`config.mk`:
```
export PLATFORM = sky130hd
export DESIGN_NAME = dequantizer_stream
export DESIGN_NICKNAME = d
export VERILOG_FILES = /design/src/rtl/dequantizer_stream.sv
export SDC_FILE = /design/constraint.sdc
export NUM_CORES = 1
export LEC_CHECK = 0
export CORE_ASPECT_RATIO = 1.2
export CORE_MARGIN = 2
export CORE_UTILIZATION = 52
export CTS_BUF_LIST = sky130_fd_sc_hd__clkbuf_4 sky130_fd_sc_hd__clkbuf_8
export CTS_CLUSTER_DIAMETER = 200
export DETAILED_ROUTE_END_ITERATION = 8
export GPL_TIMING_DRIVEN = 0
export PLACE_DENSITY = 0.73
export SLEW_MARGIN = 10
export SYNTH_ARGS = -nofsm -noshare
export SYNTH_HDL_FRONTEND = slang
export SYNTH_SLANG_ARGS = --single-unit
export TNS_END_PERCENT = 100
```
`constraint.sdc`:
```
create_clock -name clk -period 11.43 [get_ports clk]
set_clock_uncertainty 0.05 [all_clocks]
set_input_delay 1.7145 -clock clk [delete_from_list [all_inputs] [get_ports clk]]
set_output_delay 1.7145 -clock clk [all_outputs]
set_load 0.1 [all_outputs]
```
`src/rtl/dequantizer_stream.sv`:
```
// Streaming dequantizer: left-shifts raster-order DCT coefficients by a per-position
// shift table, saturates to OUT_WIDTH and tags each beat with row/col/last.
module dequantizer_stream #(
    parameter int BLOCK_SIZE  = 8,
    parameter int COEFF_WIDTH = 52,
    parameter int OUT_WIDTH   = 52,
    parameter int SHIFT_WIDTH = 3,
    localparam int N          = BLOCK_SIZE * BLOCK_SIZE,
    localparam int RC_W       = (BLOCK_SIZE > 1) ? $clog2(BLOCK_SIZE) : 1,
    localparam int POS_W      = (N > 1) ? $clog2(N) : 1
) (
    input  logic                          clk,
    input  logic                          rst,
    input  logic                          in_valid,
    output logic                          in_ready,
    input  logic signed [COEFF_WIDTH-1:0] in_coeff,
    input  logic                          in_last,
    output logic                          out_valid,
    input  logic                          out_ready,
    output logic signed [OUT_WIDTH-1:0]   out_coeff,
    output logic [RC_W-1:0]               out_row,
    output logic [RC_W-1:0]               out_col,
    output logic                          out_last,
    input  logic                          tbl_we,
    input  logic [POS_W-1:0]              tbl_addr,
    input  logic [SHIFT_WIDTH-1:0]        tbl_data,
    output logic                          framing_err
);

    localparam int MAX_SHIFT = (1 << SHIFT_WIDTH) - 1;
    localparam int WIDE_W    = OUT_WIDTH + MAX_SHIFT;
    localparam int HEAD_W    = WIDE_W - OUT_WIDTH + 1;

    localparam logic [POS_W-1:0]     LAST_POS = POS_W'(N - 1);
    localparam logic [RC_W-1:0]      LAST_COL = RC_W'(BLOCK_SIZE - 1);
    localparam logic [OUT_WIDTH-1:0] SAT_MAX  = {1'b0, {(OUT_WIDTH-1){1'b1}}};
    localparam logic [OUT_WIDTH-1:0] SAT_MIN  = {1'b1, {(OUT_WIDTH-1){1'b0}}};

    // Shift table
    logic [SHIFT_WIDTH-1:0] tbl_q [N];
    logic [N-1:0]           tbl_hit;

    generate
        for (genvar gi = 0; gi < N; gi++) begin : g_tbl_hit
            assign tbl_hit[gi] = tbl_we && (tbl_addr == POS_W'(gi));
        end
    endgenerate

    always_ff @(posedge clk or posedge rst) begin
        if (rst) begin
            for (int i = 0; i < N; i++) begin
                tbl_q[i] <= '0;
            end
        end else begin
            for (int i = 0; i < N; i++) begin
                if (tbl_hit[i]) begin
                    tbl_q[i] <= tbl_data;
                end
            end
        end
    end

    // Position tracking and output stage
    logic [POS_W-1:0]     pos_q, pos_d;
    logic [RC_W-1:0]      row_q, row_d;
    logic [RC_W-1:0]      col_q, col_d;
    logic                 out_valid_q, out_valid_d;
    logic [OUT_WIDTH-1:0] out_coeff_q, out_coeff_d;
    logic [RC_W-1:0]      out_row_q, out_row_d;
    logic [RC_W-1:0]      out_col_q, out_col_d;
    logic                 out_last_q, out_last_d;
    logic                 framing_err_q, framing_err_d;

    logic                   in_fire;
    logic                   at_last;
    logic                   block_end;
    logic [SHIFT_WIDTH-1:0] shamt;
    logic [WIDE_W-1:0]      wide_ext;
    logic [WIDE_W-1:0]      wide_shl;
    logic [HEAD_W-1:0]      head;
    logic [OUT_WIDTH-1:0]   sat_coeff;

    assign in_ready  = !out_valid_q || out_ready;
    assign in_fire   = in_valid && in_ready;
    assign at_last   = (pos_q == LAST_POS);
    assign block_end = at_last || in_last;

    // The table read sees the pre-write value, so a same-cycle write only affects later beats.
    assign shamt = tbl_q[pos_q];

    // Shift in a width that cannot lose bits, then clamp if anything above the
    // OUT_WIDTH sign bit disagrees with it.
    always_comb begin
        wide_ext = {{(WIDE_W-COEFF_WIDTH){in_coeff[COEFF_WIDTH-1]}}, in_coeff};
        wide_shl = wide_ext << shamt;
        head     = wide_shl[WIDE_W-1:OUT_WIDTH-1];
        if ((head == '0) || (head == '1)) begin
            sat_coeff = wide_shl[OUT_WIDTH-1:0];
        end else if (in_coeff[COEFF_WIDTH-1]) begin
            sat_coeff = SAT_MIN;
        end else begin
            sat_coeff = SAT_MAX;
        end
    end

    always_comb begin
        pos_d         = pos_q;
        row_d         = row_q;
        col_d         = col_q;
        out_valid_d   = out_valid_q;
        out_coeff_d   = out_coeff_q;
        out_row_d     = out_row_q;
        out_col_d     = out_col_q;
        out_last_d    = out_last_q;
        framing_err_d = 1'b0;

        if (out_valid_q && out_ready) begin
            out_valid_d = 1'b0;
        end

        if (in_fire) begin
            out_valid_d   = 1'b1;
            out_coeff_d   = sat_coeff;
            out_row_d     = row_q;
            out_col_d     = col_q;
            out_last_d    = block_end;
            framing_err_d = (in_last != at_last);

            if (block_end) begin
                pos_d = '0;
                row_d = '0;
                col_d = '0;
            end else begin
                pos_d = pos_q + 1'b1;
                if (col_q == LAST_COL) begin
                    col_d = '0;
                    row_d = row_q + 1'b1;
                end else begin
                    col_d = col_q + 1'b1;
                end
            end
        end
    end

    always_ff @(posedge clk or posedge rst) begin
        if (rst) begin
            pos_q         <= '0;
            row_q         <= '0;
            col_q         <= '0;
            out_valid_q   <= 1'b0;
            out_coeff_q   <= '0;
            out_row_q     <= '0;
            out_col_q     <= '0;
            out_last_q    <= 1'b0;
            framing_err_q <= 1'b0;
        end else begin
            pos_q         <= pos_d;
            row_q         <= row_d;
            col_q         <= col_d;
            out_valid_q   <= out_valid_d;
            out_coeff_q   <= out_coeff_d;
            out_row_q     <= out_row_d;
            out_col_q     <= out_col_d;
            out_last_q    <= out_last_d;
            framing_err_q <= framing_err_d;
        end
    end

    assign out_valid   = out_valid_q;
    assign out_coeff   = out_coeff_q;
    assign out_row     = out_row_q;
    assign out_col     = out_col_q;
    assign out_last    = out_last_q;
    assign framing_err = framing_err_q;

endmodule

```
==> results of run 1 <==
cells by family after synthesis:
| family | Yosys count |
|---|---|
| buffers and inverters | 103 |
| flip-flops | 265 |
| AND/OR/NAND/NOR | 300 |
| multiplexers | 357 |
| adder cells (fa/ha/maj) | 5 |
| AO/OA/AOI/OAI | 142 |
power breakdown:
group	switching, mW	total (mW)	internal [mW]
clock	0.376	0.852	0.477
sequential	0.0707	1.14	1.07
combinational	0.704	1.12	0.412
total	1.15	3.11	1.96
stage by stage:
| step | instances | setup TNS, ns | hold slack (ns) | instance area [um^2] | total power, mW |
|---|---|---|---|---|---|
| 6_report | 1713 | 0 | 0.425 | 16700 | 3.11 |
| 3_3_place_gp | 1635 | -208.63 | 0.412 | 15800 | 2.24 |
| 3_5_place_dp | 1637 | 0 | 0.418 | 15800 | 2.27 |
| 2_1_floorplan | 1172 | 0 | 0.415 | 14100 | 1.98 |
| 5_1_grt | 1713 | 0 | 0.456 | 16700 | 3.24 |
| 4_1_cts | 1711 | 0 | 0.431 | 16700 | 3.12 |
path summary, 6_finish.rpt:
kind / cells after the start / startpoint / end
setup / recovery: 3 / out_ready / in_ready
hold / removal: 2 / out_coeff[17] / out_coeff[17]
setup reg to reg: 15 / pos_q[1] / out_coeff[28]
hold reg to reg: 2 / out_coeff[17] / out_coeff[17]
max in group asynchronous: 4 / rst / tbl_q[1]
min in group asynchronous: 2 / rst / out_coeff[36]
cells in the final DEF (no fill, tap or decap), types with 8 or more instances in the layout:
master | synthesis | final
dfrtp_1 | 265 | 265
mux2_2 | 206 | 206
nand2_1 | 147 | 147
clkdlybuf4s50_1 | 0 | 123
mux2i_1 | 103 | 103
clkbuf_1 | 56 | 56
clkbuf_8 | 0 | 51
mux4_2 | 48 | 48
nor2_1 | 43 | 43
and2_1 | 43 | 43
o21ai_1 | 38 | 38
a221oi_1 | 37 | 37
buf_2 | 16 | 16
o21ai_0 | 15 | 15
clkbuf_4 | 0 | 15
buf_1 | 10 | 10
nand3_1 | 10 | 10
buf_6 | 10 | 10
a221oi_2 | 10 | 10
o21ai_2 | 10 | 10
nor3_1 | 9 | 9
a21oi_1 | 8 | 8
sequential cells by signal, summed over array words and instances (netlist names):
name         cells
col_q            3
out_last         1
out_row          3
out_coeff       52
out_valid        1
pos_q            6
out_col          3
row_q            3
framing_err      1
tbl_q          192
layer usage:
metal | global-route usage | part of all wire | routed length (um) | vias to the layer above
met5 | 0 | 0 | 0 | -
met4 | 0.126 | 0.050 | 1900 | 0
met3 | 0.0447 | 0.057 | 2170 | 119
met2 | 0.457 | 0.48 | 18500 | 366
met1 | 0.348 | 0.41 | 15800 | 5159
li1 | - | - | - | 4633
worst max-delay path, stage by stage:
cell,delay [ns]
clkdlybuf4s50_1,0.45
nand2b_1,0.20
clkdlybuf4s50_1,1.17
cell type report:
cell class	count	area (um^2)	area share
Multi-Input combinational cell	804	7000	0.418
Sequential cell	265	6630	0.396
Timing Repair Buffer	125	1290	0.0768
Clock buffer	66	815	0.0487
Buffer	96	470	0.0281
Tap cell	340	425	0.0254
Clock inverter	8	73.8	0.00441
Inverter	7	33.8	0.00202
Antenna cell	2	5.00	0.000299
==> flow_summary.ini, run 1 <==
[run_status]
status = finished, final reports clean

[routing]
num_vias = 10300
drt_pass1_iterations = 5
ant_nets = 0
drtIter0Drc = 795
routed_wl_um = 38300
wl_per_cell_um = 22.3
drc = 0
via_per_inst = 6.00

[synth]
synth_top_family_by_area = multiplexers
synth.most_common_cell = dfrtp_1
synth_edf_count = 0
ys_seq_elements = 265
synth_top_cells_by_count = dfrtp_1, mux2_2, nand2_1
yosys_warnings = 0
synth_area_mm2 = 0.0141
synth-simple-area-share = 0.100
ys_seq_area_frac = 0.469
synth_top_cells_by_area = dfrtp_1, mux2_2, mux4_2, mux2i_1, nand2_1
synth_xor_area_frac = 0
yosysTopAreaCell = dfrtp_1
async_flop_share = 1.00
synthFlopType = dfrtp_1
syn_inst = 1172
synth_fp_nets = 1244
synth_fa_ha_area_frac = 0.00443
syn_area_per_cell_um2 = 12.1
synth-compound-area-share = 0.0771
synth_top_cell_area_share = 0.469
synth_mux_area_frac = 0.314
ys_types = 57

[global_routing]
grt_pass1_wl_um = 59900
grt.total_usage = 0.272
first_global_vias = 10600
antenna_found_initial = 2
gr-total-overflow = 0
grt_max_degree = 120

[floorplanning]
dieArea_mm2 = 0.0285
coreArea_mm2 = 0.0269
die_h_um = 185
dieWidth_um = 154
start_util = 0.525
pin_count = 129
row_count = 66

[sta]
period_share = 0.464
slew_headroom = 0.265
rsz0062_at_grt = no
timing.fmax_mhz = 189
fin_ws_ns = 6.13
tightest_slew_ns = 1.09
drv_slew = 0
report.final.setup_viol = 0
min_period_ns = 5.30
hold_viol_final = 0

[cts]
cts_root_buf = clkbuf_8
clock-sinks = 265
htree_levels = 2
insertion_delay_ns = 0.57
clock_path_buffers = 3
clk_pin_slew_worst_paths_ns = 0.06
holdBufCountCts = 0
postCtsSetupRepairBufs = 0
cts_resized = 0
cts_tree = built
cts_buffers = 43

[critical_path]
r2r_setup_slack_ns = 6.28
critPathLaunchType = primary input
cp_data_required_time_ns = 9.67
crit_type = primary input to output port
cp_max_fo = 5
cp-end-kind = output port
arrival_ns = 3.54

[cells_and_area]
num-fill-cells = 2188
drive_gt1_frac = 0.286
syn2layout_area_growth_pct = 18.5
utilization = 0.622
fin_nets = 1414

[power_and_ir_drop]
p_leak_nw = 7.54
powerDensity_mw_per_mm2 = 186
vdd_drop_max_uv = 120

[worst_hold_path]
hold_class = flip-flop to flip-flop

[place]
gp_congestion = 0.892
port_buffers = 123
dpl_worst_slack_ns = 6.13
dp.final_hpwl_um = 28100

[job]
drv_cap = 0
Note: power is estimated with default switching activity, not from simulation.
==> run 2, diff against run 1 <==
- PLACE_DENSITY: 0.73 -> 0.76
- clock period: 11.43 -> 4.68 ns (I/O delays scaled with it)
==> run 2 against run 1 <==
Net effect:
- utilization grew 1.7 points
- sequential share of layout area is 1.0 points lower
- flip-flop and latch count unchanged
- via count increased by 4.4%
- largest cell class unchanged
- global-route usage is 0.96 points higher
- hold slack got worse by 0.062 ns
- highest routed layer unchanged
- register-to-register slack got worse by 6.1 ns
- sequential power grew 150%
- first-iteration DRC count increased by 5.8%
- largest power group is now combinational logic
- count of clock-buffer cells in the layout decreased by 6
==> flow_summary.ini, run 2 (same netlist as run 1, synthesis figures left out) <==
[sta]
tightest_slew_ns = 1.14
tns_ns = 0
timing.fmax_mhz = 221
report.final.setup_viol = 0
min_period_ns = 4.53
period_share = 0.967
hold_viol_final = 0
slew_headroom = 0.236
drv_slew = 0

[power_and_ir_drop]
vdd_drop_max_uv = 264
powerDensity_mw_per_mm2 = 466
finalPower_mw = 8.02
p_leak_nw = 7.73

[routing]
wl_per_cell_um = 23.3
ant_nets = 0
drtIter0Drc = 841
via_per_inst = 6.23
dr_wl_met3_um = 3110
routed_wl_um = 40100
drt_pass1_iterations = 5
drc = 0
met1_length_um = 15400
num_vias = 10700
met2WireLength_um = 19700
highest_layer = met4

[cts]
clk_pin_slew_worst_paths_ns = 0.06
clock_path_buffers = 3
htree_levels = 2
cts_tree = built
cts_root_buf = clkbuf_8
clock-sinks = 265
cts_buffers = 43
insertion_delay_ns = 0.59

[cells_and_area]
largest_reg_flops = 192
syn2layout_area_growth_pct = 21.7
final_cell_mix = dfrtp_1, mux2_2, nand2_1
drive_gt1_frac = 0.313
fin_nets = 1422
multiInputGateArea_mm2 = 0.00716
largest_register = tbl_q
n_antenna_cell = 0
utilization = 0.639
final_area_mm2 = 0.0172
ff_latch_area_mm2 = 0.00663
num-fill-cells = 2049
final_common_cell = dfrtp_1

[floorplanning]
coreArea_mm2 = 0.0269
dieArea_mm2 = 0.0285
die_h_um = 185
row_count = 66
dieWidth_um = 154
start_util = 0.525
pin_count = 129

[critical_path]
arrival_ns = 4.92
cp_max_fo = 10
critPathLaunchType = flip-flop
cp-end-kind = flip-flop
crit_type = flip-flop to flip-flop
cp_data_required_time_ns = 5.08

[global_routing]
grt_max_degree = 39
grt.total_usage = 0.282
gr-total-overflow = 0
first_global_vias = 11100
antenna_found_initial = 0
grt_pass1_wl_um = 62100

[place]
port_buffers = 123
dp.final_hpwl_um = 28600
gp_congestion = 0.920
post_dp_cell_area_mm2 = 0.0159

[job]
drv_cap = 0

[worst_hold_path]
hold_class = primary input to asynchronous set/reset pin

[run_status]
status = finished, final reports clean
-- run 2: stage by stage --
step           instances  hold WS [ns]  worst slack (ns)
2_1_floorplan       1172         0.415             0.430
6_report            1721         0.363             0.154
3_3_place_gp        1635         0.412             -1.44
4_1_cts             1719         0.347            0.0301
5_1_grt             1721         0.368           -0.0548
3_5_place_dp        1643         0.421            -0.357
-- run 2: path summary, 6_finish.rpt --
kind,slack (ns),cells after the start,startpoint,to
worst min register to register,0.43,2,out_col[2],out_col[2]
worst max-delay path,0.15,15,pos_q[1],out_coeff[15]
worst max register to register,0.15,15,pos_q[1],out_coeff[15]
max in group asynchronous,3.27,5,rst,tbl_q[106]
worst min-delay path,0.36,2,rst,out_coeff[42]
min in group clk,0.43,2,out_col[2],out_col[2]
-- run 2: area by class of cell --
cell class              count  share of cell area
multi-input cells         804               0.416
inverters                   7             0.00175
clock buffers              60              0.0444
plain buffers              96              0.0314
flip-flops and latches    265               0.386
repair buffers            133              0.0818
well taps                 340              0.0247
clock inverters            16              0.0139
-- run 2: metal layers --
layer	vias to the layer above	track usage
met5	-	0
li1	4658	-
met1	5411	0.347
met2	520	0.477
met4	0	0.140
met3	138	0.0545
-- run 2: power by group --
group	leakage (nW)	total, mW	switching, mW	internal, mW
clock network	0.528	2.37	0.982	1.39
registers	3.47	2.80	0.183	2.61
logic	3.73	2.85	1.78	1.07
-- run 2: timing repair --
action                     in CTS  in global routing
pin swaps                       0                  3
cloned                          0                  0
setup endpoints to repair      51                 48
hold buffers                    0                  0
buffers inserted                0                  2
gates resized for setup        11                 48
-- run 2: critical path, cell delays in order (launching register included) --
cell	delay, ns
dfrtp_1	0.35
buf_4	0.23
clkbuf_4	0.34
mux4_2	0.38
mux4_2	0.53
and2_4	0.19
a211oi_4	0.32
nand3_4	0.19
buf_2	0.25
a311o_1	0.29
a21oi_1	0.15
nand4_1	0.25
buf_6	0.22
clkbuf_4	0.23
a221oi_4	0.34
o21ai_2	0.08
